===== config.mk =====
export PLATFORM = sky130hd
export DESIGN_NAME = sdram_arbiter
export DESIGN_NICKNAME = d
export VERILOG_FILES = /design/src/rtl/sdram_arbiter.sv
export SDC_FILE = /design/constraint.sdc
export NUM_CORES = 1
export LEC_CHECK = 0
export CAP_MARGIN = 20
export CORE_AREA = 2 2 178 180
export CTS_BUF_LIST = sky130_fd_sc_hd__clkbuf_16
export CTS_CLUSTER_DIAMETER = 120
export DETAILED_ROUTE_END_ITERATION = 8
export DIE_AREA = 0 0 180 182
export GPL_ROUTABILITY_DRIVEN = 0
export RECOVER_POWER = 50
export SYNTH_ARGS = -nofsm -noshare
export SYNTH_HDL_FRONTEND = slang
export SYNTH_SLANG_ARGS = --single-unit

===== constraint.sdc =====
create_clock -name clock -period 9.15 [get_ports clock]
set_clock_uncertainty 0.2 [all_clocks]
set_input_delay 1.83 -clock clock [delete_from_list [all_inputs] [get_ports clock]]
set_output_delay 1.83 -clock clock [all_outputs]
set_load 0.02 [all_outputs]

===== src/rtl/sdram_arbiter.sv =====
`default_nettype none
//------------------------------------------------------------------------------
// Module   : sdram_arbiter
// Brief    : Two-master SDRAM arbiter with bounded run lengths and read-tag FIFO.
// Revision : 1.0
//------------------------------------------------------------------------------
module sdram_arbiter #(
    parameter int M0_RUN_LIMIT = 32,
    parameter int M1_RUN_LIMIT = 4,
    parameter int TAG_DEPTH    = 64
) (
    input  logic        clock,
    input  logic        reset_n,
    input  logic [28:0] m0_address,
    input  logic        m0_read,
    output logic        m0_waitrequest,
    output logic [63:0] m0_readdata,
    output logic        m0_readdatavalid,
    input  logic [28:0] m1_address,
    input  logic        m1_read,
    input  logic        m1_write,
    input  logic [63:0] m1_writedata,
    input  logic [7:0]  m1_byteenable,
    output logic        m1_waitrequest,
    output logic [63:0] m1_readdata,
    output logic        m1_readdatavalid,
    output logic [28:0] s_address,
    output logic [7:0]  s_burstcount,
    output logic        s_read,
    output logic        s_write,
    output logic [63:0] s_writedata,
    output logic [7:0]  s_byteenable,
    input  logic        s_waitrequest,
    input  logic [63:0] s_readdata,
    input  logic        s_readdatavalid,
    output logic [6:0]  outstanding,
    output logic        err_orphan
);

    localparam int c_RUN_MAX = (M0_RUN_LIMIT > M1_RUN_LIMIT) ? M0_RUN_LIMIT : M1_RUN_LIMIT;
    localparam int c_RUN_W   = $clog2(c_RUN_MAX + 1);
    localparam int c_PTR_W   = $clog2(TAG_DEPTH);
    localparam int c_CNT_W   = c_PTR_W + 1;

    localparam logic [c_RUN_W-1:0] c_M0_LIMIT = c_RUN_W'(M0_RUN_LIMIT);
    localparam logic [c_RUN_W-1:0] c_M1_LIMIT = c_RUN_W'(M1_RUN_LIMIT);
    localparam logic [c_RUN_W-1:0] c_RUN_ONE  = c_RUN_W'(1);
    localparam logic [c_PTR_W-1:0] c_PTR_ONE  = c_PTR_W'(1);
    localparam logic [c_CNT_W-1:0] c_CNT_ONE  = c_CNT_W'(1);
    localparam logic [c_CNT_W-1:0] c_DEPTH    = c_CNT_W'(TAG_DEPTH);

    typedef enum logic [1:0] {
        ST_IDLE   = 2'd0,
        ST_GRANT0 = 2'd1,
        ST_GRANT1 = 2'd2
    } state_t;

    state_t               state_q, state_d;
    logic [c_RUN_W-1:0]   run_q, run_d;
    logic [c_PTR_W-1:0]   wr_ptr_q, rd_ptr_q;
    logic [c_CNT_W-1:0]   count_q;
    logic                 err_orphan_q;
    logic                 tag_mem_q [TAG_DEPTH];

    logic                 w_req0, w_req1;
    logic                 w_full, w_empty;
    logic                 w_accept, w_push, w_pop;
    logic                 w_owner, w_head;
    logic [c_RUN_W-1:0]   w_run_inc;

    assign w_req0    = m0_read;
    assign w_req1    = m1_read | m1_write;
    assign w_full    = (count_q == c_DEPTH);
    assign w_empty   = (count_q == '0);
    assign w_accept  = (s_read | s_write) & ~s_waitrequest;
    assign w_push    = s_read & ~s_waitrequest;
    assign w_pop     = s_readdatavalid & ~w_empty;
    assign w_owner   = (state_q == ST_GRANT1);
    assign w_head    = tag_mem_q[rd_ptr_q];
    assign w_run_inc = run_q + c_RUN_ONE;

    // Command mux; a full tag FIFO blocks reads but lets writes through.
    always_comb begin
        s_address      = '0;
        s_read         = 1'b0;
        s_write        = 1'b0;
        s_writedata    = '0;
        s_byteenable   = '0;
        m0_waitrequest = 1'b1;
        m1_waitrequest = 1'b1;
        case (state_q)
            ST_GRANT0: begin
                s_address      = m0_address;
                s_read         = m0_read & ~w_full;
                s_byteenable   = 8'hFF;
                m0_waitrequest = s_waitrequest | w_full;
            end
            ST_GRANT1: begin
                s_address      = m1_address;
                s_read         = m1_read & ~w_full;
                s_write        = m1_write;
                s_writedata    = m1_writedata;
                s_byteenable   = m1_byteenable;
                m1_waitrequest = s_waitrequest | (m1_read & w_full);
            end
            default: begin
            end
        endcase
    end

    // Stalled commands never change grant: no accept means no transition
    // while the owner keeps requesting.
    always_comb begin
        state_d = state_q;
        run_d   = run_q;
        case (state_q)
            ST_IDLE: begin
                if (w_req0) begin
                    state_d = ST_GRANT0;
                end else if (w_req1) begin
                    state_d = ST_GRANT1;
                end
            end
            ST_GRANT0: begin
                if (!w_req0) begin
                    state_d = w_req1 ? ST_GRANT1 : ST_IDLE;
                    run_d   = '0;
                end else if (w_accept && w_req1) begin
                    if (w_run_inc >= c_M0_LIMIT) begin
                        state_d = ST_GRANT1;
                        run_d   = '0;
                    end else begin
                        run_d = w_run_inc;
                    end
                end
            end
            ST_GRANT1: begin
                if (!w_req1) begin
                    state_d = w_req0 ? ST_GRANT0 : ST_IDLE;
                    run_d   = '0;
                end else if (w_accept && w_req0) begin
                    if (w_run_inc >= c_M1_LIMIT) begin
                        state_d = ST_GRANT0;
                        run_d   = '0;
                    end else begin
                        run_d = w_run_inc;
                    end
                end
            end
            default: begin
                state_d = ST_IDLE;
                run_d   = '0;
            end
        endcase
    end

    always_ff @(posedge clock or negedge reset_n) begin
        if (!reset_n) begin
            state_q <= ST_IDLE;
            run_q   <= '0;
        end else begin
            state_q <= state_d;
            run_q   <= run_d;
        end
    end

    always_ff @(posedge clock or negedge reset_n) begin
        if (!reset_n) begin
            wr_ptr_q     <= '0;
            rd_ptr_q     <= '0;
            count_q      <= '0;
            err_orphan_q <= 1'b0;
        end else begin
            if (w_push) begin
                wr_ptr_q <= wr_ptr_q + c_PTR_ONE;
            end
            if (w_pop) begin
                rd_ptr_q <= rd_ptr_q + c_PTR_ONE;
            end
            case ({w_push, w_pop})
                2'b10:   count_q <= count_q + c_CNT_ONE;
                2'b01:   count_q <= count_q - c_CNT_ONE;
                default: count_q <= count_q;
            endcase
            if (s_readdatavalid && w_empty) begin
                err_orphan_q <= 1'b1;
            end
        end
    end

    // Tag storage needs no reset: entries are only read while occupied.
    always_ff @(posedge clock) begin
        if (w_push) begin
            tag_mem_q[wr_ptr_q] <= w_owner;
        end
    end

    assign m0_readdata      = s_readdata;
    assign m1_readdata      = s_readdata;
    assign m0_readdatavalid = w_pop & ~w_head;
    assign m1_readdatavalid = w_pop & w_head;
    assign s_burstcount     = 8'h01;
    assign outstanding      = 7'(count_q);
    assign err_orphan       = err_orphan_q;

endmodule
`default_nettype wire


==> results of run 1 <==
per-stage QoR:
stage | worst slack [ns] | hold slack (ns) | cell area (um^2) | utilization
global route | 2.18 | 0.306 | 8710 | 0.281
floorplan | 4.40 | 0.256 | 6610 | -
detailed placement | 3.24 | 0.275 | 8460 | 0.273
finish | 2.63 | 0.283 | 8710 | 0.281
CTS | 3.23 | 0.292 | 8720 | 0.282
global placement | 3.21 | 0.264 | 8460 | 0.273
state kept, by name (all words and copies together) (netlist names):
name         count
err_orphan       1
outstanding      7
rd_ptr_q         6
run_q            6
state_q          2
tag_mem_q       64
wr_ptr_q         6
area by class of cell:
type | instances | area, um^2 | area share
clock buffers | 9 | 225 | 0.0259
inverters | 14 | 52.6 | 0.00603
well taps | 402 | 503 | 0.0578
clock inverters | 7 | 37.5 | 0.00431
multi-input cells | 405 | 2720 | 0.312
diodes | 1 | 2.50 | 0.000287
flip-flops and latches | 92 | 2620 | 0.301
repair buffers | 256 | 2550 | 0.292
cells in the mapped netlist (all sizes together), types with 5 or more instances:
| library cell | instances | share of area |
|---|---|---|
| buf | 153 | 0.17 |
| nor2 | 113 | 0.067 |
| and2 | 68 | 0.065 |
| edfxtp | 64 | 0.29 |
| a22oi | 31 | 0.035 |
| dfrtp | 28 | 0.11 |
| clkbuf | 25 | 0.014 |
| nand2 | 22 | 0.013 |
| a21oi | 17 | 0.013 |
| mux4 | 16 | 0.055 |
| inv | 14 | 0.0080 |
| ha | 10 | 0.019 |
| nand3 | 10 | 0.0076 |
| xor2 | 10 | 0.013 |
| o21ai | 9 | 0.0068 |
| xnor2 | 9 | 0.012 |
| mux2i | 7 | 0.011 |
| nor3 | 7 | 0.0053 |
| a21boi | 5 | 0.0057 |
| mux2 | 5 | 0.0085 |
| nand3b | 5 | 0.0057 |
| nand4 | 5 | 0.0047 |
worst max path at each step:
stage                        startpoint       endpoint  slack, ns  cells past startpoint
after detailed placement  m1_address[6]   s_address[6]       3.24                      4
after global routing         state_q[0]         s_read       2.18                      7
final                        state_q[0]         s_read       2.63                      7
after CTS                 m1_address[6]   s_address[6]       3.23                      4
after floorplan              state_q[0]  s_address[18]       4.40                      7
after global placement    m1_address[6]   s_address[6]       3.21                      4
worst max-delay path: cells and delay by family (launching register included):
kind,cells,cell delay [ns]
AO/OA/AOI/OAI,1,0.42
adder cells (fa/ha/maj),1,1.39
buffers and inverters,4,1.68
flip-flops,1,0.41
multiplexers,1,0.21
layer usage:
layer	routed length [um]	global-route usage
met5	92	0.0207
met4	424	0.0400
met3	3480	0.0794
met2	12400	0.256
met1	12900	0.237
power by group:
part,internal (mW),switching [mW]
combinational,0.634,0.881
clock,0.181,0.156
sequential,0.535,0.118
cells by family (layout without fill, tap and decap cells):
group / after synthesis / after routing
flops: 92 / 92
simple gates: 256 / 256
buf+inv: 192 / 286
compound gates: 84 / 84
xor+xnor: 19 / 19
other cells: 2 / 9
fa+ha+maj: 10 / 10
mux: 28 / 28
==> reports/results.ini, run 1 <==
[grt]
gr-usage-all-layers = 0.176
globalRoute.totalOverflow = 0
grt_max_degree = 119
grt_pass1_vias = 5372
grt_antenna_before_repair = 5
grt_first_pass_wirelength_um = 41300

[clock_network]
tritoncts = built
cts-root-to-sink-buffers = 2
h_tree_lvls = 3
cts_inserted_buffers = 9
hold_bufs_at_cts = 0
clk_latency_ns = 0.35
worst_setup_hold_path_clk_slew_ns = 0.06
cts_setup_buffers = 0
cts.root.buffer_cell = clkbuf_16
cts_repair_resize_count = 0
clkSinkCount = 92

[logic_synthesis]
yosysSeqAreaShare = 0.398
synthArstFlopShare = 0.304
synthesis.area_mm2 = 0.00659
cells_after_synth = 683
synth.distinct_cells = 58
synth-edff-count = 64
largest_family_of_logic_cells_by_synthesized_area = simple AND/OR/NAND/NOR gates
yosysWarningCount = 0
ys.flop_type = edfxtp_1
synth_mux_area_frac = 0.0739
count_of_state_elements_after_synthesis = 92
synth_area_in_xor_xnor = 0.0253
post_synthesis_share_of_cell_area_spent_on_full_adders_half_adders_and_majority_gates = 0.0190
post_synth_and_or_nand_nor_area_fraction = 0.199
syn_area_per_cell_um2 = 9.64
synth-compound-area-share = 0.0910

[cells_and_area]
synthToLayoutAreaGrowth_pct = 32.2
total_of_fill_cells_in_the_finished_design = 3269
layoutNonFillerInstCount = 1186
highest_count_cells_in_the_layout_ignoring_fill_and_taps = clkdlybuf4s50_1 (241), nor2_1 (107), and2_1 (67), edfxtp_1 (64), a22oi_1 (31)
layout_commonest_cell = clkdlybuf4s50_1
drive_gt1_frac = 0.0677
final_net_count = 989

[die]
row_count = 65
design.portCount = 452
die_h_um = 182
core_area_mm2 = 0.0310
die_area_mm2 = 0.0328
chipWidth_um = 180
start_util = 0.213

[sta]
timing_worst_slew_pin_value_ns = 1.83
final_period_minus_worst_setup_slack_ns = 6.52
fin_tns_setup_ns = 0
clock.fmax_ghz = 0.153
final_hold_viol_count = 0
maxSlewHeadroom = -0.222
finalSetupViolCount = 0
final_max_slew_viol_count = 85
finalCritPeriodShare = 0.712
grt_setup_unrepaired = no

[hold_path]
worst_hold_path_type = reg -> reg
worstHoldEndpoint = err_orphan
hold_start = err_orphan
holdPathStages = 1

[power_and_ir_drop]
power.static_leakage_nw = 3.03
peak_vdd_ir_uv = 134
design_power_total_mw = 2.50
cellPowerDensity_mw_per_mm2 = 288

[detailed_routing]
drt-initial-drc-count = 462
route.detailed.drc = 0
via_per_inst = 4.52
final_antenna_net_count = 0
detail_route.wirelength_um = 29300
dr_total_vias = 5364
detail_route.first_pass.iterations = 7
wire_per_inst_um = 24.7

[setup_path]
timing.critical_path.required_ns = 7.12
setup.worst_path.class = reg -> out
cp_common_cell = inv_1
worstSetupEndpointType = output port
worst_r2r_startpoint = state_q[0]
critical_path.cell_chain = inv_1 > ha_1 > buf_4 > mux2i_1 > a311o_1 > inv_1 > clkdlybuf4s50_1
worst-r2r-cell-count = 15
critPathMaxStageDelay_ns = 1.39
regToRegSetupSlack_ns = 3.12
slowest_stage = ha_1
arrival_ns = 4.49
r2r_end = outstanding[4]
setup.worst_path.start_class = flop
critical_path_peak_fanout = 118

[place]
port_buffers = 251
dp.cells = 1169
hpwl_after_dpl_um = 23700

[run]
cap_viol_max_count = 2

[outcome]
failed_checks = max-capacitance violations, max-slew violations
run_status = finished with violations

Power figures use the tool's default switching activity.
==> run 2: changes to the inputs <==
--- a/config.mk
+++ b/config.mk
@@ -6,11 +6,11 @@
 export NUM_CORES = 1
 export LEC_CHECK = 0
 export CAP_MARGIN = 20
-export CORE_AREA = 2 2 178 180
+export CORE_AREA = 2 2 177 179
 export CTS_BUF_LIST = sky130_fd_sc_hd__clkbuf_16
 export CTS_CLUSTER_DIAMETER = 120
 export DETAILED_ROUTE_END_ITERATION = 8
-export DIE_AREA = 0 0 180 182
+export DIE_AREA = 0 0 179 181
 export GPL_ROUTABILITY_DRIVEN = 0
 export RECOVER_POWER = 50
 export SYNTH_ARGS = -nofsm -noshare
==> constraint.sdc (replaced) <==
create_clock -name clock -period 5.5 [get_ports clock]
set_clock_uncertainty 0.2 [all_clocks]
set_input_delay 1.1 -clock clock [delete_from_list [all_inputs] [get_ports clock]]
set_output_delay 1.1 -clock clock [all_outputs]
set_load 0.02 [all_outputs]
==> run 2 against run 1 <==
  * The flow still finishes with violations (max-capacitance violations, max-slew violations)
  * Highest routed layer unchanged
  * Sequential share of layout area shrank 0.21 points
  * Critical endpoint is now m0_readdatavalid
  * Wire length increased by 13%
  * Die area is 1.1% lower
==> reports/results.ini, run 2 (synthesis results as in run 1) <==
[cells_and_area]
final_net_count = 990
layout_commonest_cell = clkdlybuf4s50_1
synthToLayoutAreaGrowth_pct = 33.2
register_with_the_highest_flop_count = tag_mem_q
largest_register_ff_count = 64
multi_input_gate_area_mm2 = 0.00274
final-seq-area_mm2 = 0.00262
final_area_mm2 = 0.00877
total_of_fill_cells_in_the_finished_design = 3185
layoutNonFillerInstCount = 1182
postLayoutCoreUtil = 0.289
highest_count_cells_in_the_layout_ignoring_fill_and_taps = clkdlybuf4s50_1 (249), nor2_1 (107), and2_1 (68), edfxtp_1 (64), a22oi_1 (31)
drive_gt1_frac = 0.0765

[sta]
timing.final.ws_setup_ns = 0.742
clock.fmax_ghz = 0.210
worst_hold_slack_ns = 0.313
finalSetupViolCount = 0
grt_setup_unrepaired = no
fin_tns_setup_ns = 0
timing_worst_slew_pin_value_ns = 1.67
finalCritPeriodShare = 0.865
final_hold_viol_count = 0
maxSlewHeadroom = -0.116
final_max_slew_viol_count = 29
final_period_minus_worst_setup_slack_ns = 4.76

[detailed_routing]
drt-initial-drc-count = 614
final_antenna_net_count = 0
via_per_inst = 4.63
route.detailed.drc = 0
dr_total_vias = 5468
wire_per_inst_um = 28.1
detail_route.wirelength_um = 33200
detail_route.first_pass.iterations = 5

[hold_path]
holdPathStages = 1
worstHoldEndpoint = rd_ptr_q[5]
hold_start = rd_ptr_q[5]
worst_hold_path_type = reg -> reg

[setup_path]
arrival_ns = 3.46
critical_path_peak_fanout = 15
timing.critical_path.max_delay_family = multiplexers
timing.critical_path.required_ns = 4.20
cp_num_cells = 7
setup.worst_path.class = reg -> out
worst_r2r_startpoint = outstanding[1]
r2r_end = outstanding[4]
critPathMaxStageDelay_ns = 0.69
regToRegSetupSlack_ns = 1.20
cp_common_cell = mux4_2
slowest_stage = clkdlybuf4s50_1
critical_path.cell_chain = buf_12 > mux4_2 > mux4_2 > o22ai_1 > nor3b_1 > nor3_1 > clkdlybuf4s50_1
path_buf_inv = 2
worstSetupEndpointType = output port
worst-r2r-cell-count = 12
setup.worst_path.start_class = flop

[die]
die_area_mm2 = 0.0324
design.portCount = 452
die_h_um = 181
row_count = 64
chipWidth_um = 179
core_area_mm2 = 0.0303
start_util = 0.217

[clock_network]
tritoncts = built
clkSinkCount = 92
cts_setup_buffers = 0
cts_repair_resize_count = 0
cts_inserted_buffers = 9
h_tree_lvls = 3
worst_setup_hold_path_clk_slew_ns = 0.07
hold_bufs_at_cts = 0
clk_latency_ns = 0.35
cts-root-to-sink-buffers = 2
cts.root.buffer_cell = clkbuf_16

[place]
port_buffers = 251
hpwl_after_dpl_um = 27200
detailedPlace.worstSlack_ns = 0.965
post_dp_cell_area_mm2 = 0.00848
dp.cells = 1164

[power_and_ir_drop]
peak_vdd_ir_uv = 272
power.static_leakage_nw = 3.03
design_power_total_mw = 4.37
cellPowerDensity_mw_per_mm2 = 499

[grt]
grt_antenna_before_repair = 9
grt_max_degree = 75
globalRoute.totalOverflow = 0
grt_pass1_vias = 5299
gr-usage-all-layers = 0.197
grt_first_pass_wirelength_um = 42800

[outcome]
run_status = finished with violations
failed_checks = max-capacitance violations, max-slew violations

[run]
cap_viol_max_count = 1

## run 2: cell types whose count changed in the layout (fill, tap and decap cells not counted), sizes merged
cell and change:
buf +1, diode +1, clkinv -2, dlygate4sd3 -8, clkdlybuf4s50 +8, clkinvlp +1
inv +1
## run 2: metal layers
metal,share of wire,wire length (um),global-route usage,vias up
met1,0.40,13400,0.255,2613
met5,0.00081,27,0,-
met3,0.18,6040,0.132,35
li1,-,-,-,2388
met4,0.020,659,0.0465,4
met2,0.39,13100,0.265,428
## run 2: worst max path at each step
stage	startpoint	slack [ns]	to
after floorplan	state_q[0]	1.20	outstanding[4]
after global placement	rd_ptr_q[0]	1.04	m0_readdatavalid
after detailed placement	m1_read	0.97	outstanding[4]
after CTS	rd_ptr_q[0]	0.66	m0_readdatavalid
after global routing	rd_ptr_q[0]	0.51	m0_readdatavalid
final	rd_ptr_q[0]	0.74	m0_readdatavalid
## run 2: final cells by class
cell class	instances	area share
clock inverter	7	0.00785
inverter	14	0.00599
antenna	2	0.000571
sequential	92	0.299
tap	396	0.0565
multi-input combinational	405	0.312
timing repair buffer	257	0.293
clock buffer	9	0.0257
## run 2: power by group
group	switching (mW)	internal, mW
clock network	0.291	0.318
registers	0.201	0.888
logic	1.59	1.09
total	2.08	2.29
==> run 3: changes to the inputs <==
--- a/config.mk
+++ b/config.mk
@@ -12,7 +12,9 @@
 export DETAILED_ROUTE_END_ITERATION = 8
 export DIE_AREA = 0 0 179 181
 export GPL_ROUTABILITY_DRIVEN = 0
+export PLACE_DENSITY = 0.59
 export RECOVER_POWER = 50
 export SYNTH_ARGS = -nofsm -noshare
 export SYNTH_HDL_FRONTEND = slang
 export SYNTH_SLANG_ARGS = --single-unit
+export TNS_END_PERCENT = 30
==> run 3 against run 2 <==
  * The flow still finishes with violations (max-capacitance violations, max-slew violations)
  * Non-clock buffer count rose by 2
  * Cell count rose by 0.17%
  * Die area did not move
  * Sequential power barely moved
  * Utilization barely moved
  * Total power rose by 0.12%
  * Sequential share of layout area barely moved
  * Via count rose by 0.69%
  * Critical path depth did not move
  * Critical endpoint unchanged
==> reports/results.ini, run 3 (synthesis results as in run 1) <==
[outcome]
run_status = finished with violations
failed_checks = max-capacitance violations, max-slew violations

[grt]
grt_max_degree = 95
grt_pass1_vias = 5402
grt_antenna_before_repair = 5
globalRoute.totalOverflow = 0
grt_first_pass_wirelength_um = 44700
gr-usage-all-layers = 0.205

[setup_path]
setup.worst_path.start = rd_ptr_q[0]
slowest_stage = clkdlybuf4s50_1
critPathMaxStageDelay_ns = 0.69
timing.critical_path.required_ns = 4.20
timing.critical_path.to = m0_readdatavalid
worst_r2r_startpoint = outstanding[1]
r2r_end = outstanding[4]
critical_path_peak_fanout = 7
regToRegSetupSlack_ns = 1.17
setup.worst_path.start_class = flop
setup.worst_path.class = reg -> out
worst-r2r-cell-count = 12
critical_path.cell_chain = buf_4 > mux4_2 > mux4_2 > o22ai_1 > nor3_1 > nor3_1 > clkdlybuf4s50_1
worstSetupEndpointType = output port
arrival_ns = 3.50

[detailed_routing]
route.detailed.drc = 0
dr_total_vias = 5506
detail_route.first_pass.iterations = 5
wire_per_inst_um = 28.7
final_antenna_net_count = 0
via_per_inst = 4.65
detail_route.wirelength_um = 34000
drt-initial-drc-count = 483

[cells_and_area]
highest_count_cells_in_the_layout_ignoring_fill_and_taps = clkdlybuf4s50_1 (249), nor2_1 (107), and2_1 (68), edfxtp_1 (64), a22oi_1 (31)
postLayoutCoreUtil = 0.289
layout_commonest_cell = clkdlybuf4s50_1
synthToLayoutAreaGrowth_pct = 33.1
multi_input_gate_area_mm2 = 0.00273
final_net_count = 992
register_with_the_highest_flop_count = tag_mem_q
drive_gt1_frac = 0.0789
largest_register_ff_count = 64
total_of_fill_cells_in_the_finished_design = 3212
final-seq-area_mm2 = 0.00262

[clock_network]
cts-root-to-sink-buffers = 2
h_tree_lvls = 3
hold_bufs_at_cts = 0
cts_inserted_buffers = 9
cts_repair_resize_count = 0
clk_latency_ns = 0.34
tritoncts = built
clkSinkCount = 92
worst_setup_hold_path_clk_slew_ns = 0.07
cts_setup_buffers = 0
cts.root.buffer_cell = clkbuf_16

[sta]
final_period_minus_worst_setup_slack_ns = 4.80
timing.final.ws_setup_ns = 0.699
grt_setup_unrepaired = no
final_max_slew_viol_count = 29
finalSetupViolCount = 0
maxSlewHeadroom = -0.0974
final_hold_viol_count = 0
clock.fmax_ghz = 0.208
worst_hold_slack_ns = 0.303
timing_worst_slew_pin_value_ns = 1.65
finalCritPeriodShare = 0.873
fin_tns_setup_ns = 0

[die]
die_h_um = 181
start_util = 0.217
design.portCount = 452
core_area_mm2 = 0.0303
die_area_mm2 = 0.0324
row_count = 64
chipWidth_um = 179

[run]
cap_viol_max_count = 1

[hold_path]
worst_hold_path_type = reg -> reg

[place]
detailedPlace.worstSlack_ns = 0.961
port_buffers = 251
hpwl_after_dpl_um = 28200

[power_and_ir_drop]
peak_vdd_ir_uv = 279
design_power_total_mw = 4.38
cellPowerDensity_mw_per_mm2 = 499
power.static_leakage_nw = 3.04

[run 3: final cells by class]
| class | instances | share of cell area |
|---|---|---|
| Tap cell | 396 | 0.0565 |
| Inverter | 14 | 0.00599 |
| Antenna cell | 2 | 0.000571 |
| Clock buffer | 9 | 0.0257 |
| Sequential cell | 92 | 0.299 |
| Clock inverter | 7 | 0.00799 |
| Multi-Input combinational cell | 405 | 0.312 |
| Timing Repair Buffer | 259 | 0.293 |
[run 3: critical path: cells and delay by family (launching register included)]
family | cells | cell delay (ns)
compound gates | 1 | 0.18
flops | 1 | 0.60
simple gates | 2 | 0.43
buf+inv | 2 | 0.96
mux | 2 | 0.99
[run 3: how the worst min path moves through the flow]
stage,startpoint,to,cells past startpoint
3_3_place_gp,rd_ptr_q[5],rd_ptr_q[5],1
4_1_cts,rd_ptr_q[5],rd_ptr_q[5],1
5_1_grt,rd_ptr_q[5],rd_ptr_q[5],1
6_report,rd_ptr_q[5],rd_ptr_q[5],1
3_5_place_dp,rd_ptr_q[5],rd_ptr_q[5],1
2_1_floorplan,rd_ptr_q[5],rd_ptr_q[5],1
[run 3: metrics by stage]
stage / instances / area (um^2)
2_1_floorplan: 689 / 6610
3_5_place_dp: 1166 / 8470
5_1_grt: 1182 / 8760
3_3_place_gp: 1166 / 8470
6_report: 1184 / 8770
4_1_cts: 1182 / 8770
[run 3: layer usage]
layer | part of all wire | global-route usage | up-vias
li1 | - | - | 2392
met1 | 0.44 | 0.282 | 2711
met2 | 0.41 | 0.285 | 378
met3 | 0.13 | 0.0979 | 21
met4 | 0.016 | 0.0452 | 4
met5 | 0.0037 | 0.0247 | -
[run 3: where the power goes]
| part | switching [mW] | internal, mW | total, mW |
|---|---|---|---|
| logic | 1.60 | 1.09 | 2.68 |
| registers | 0.193 | 0.889 | 1.08 |
| clock network | 0.294 | 0.319 | 0.613 |
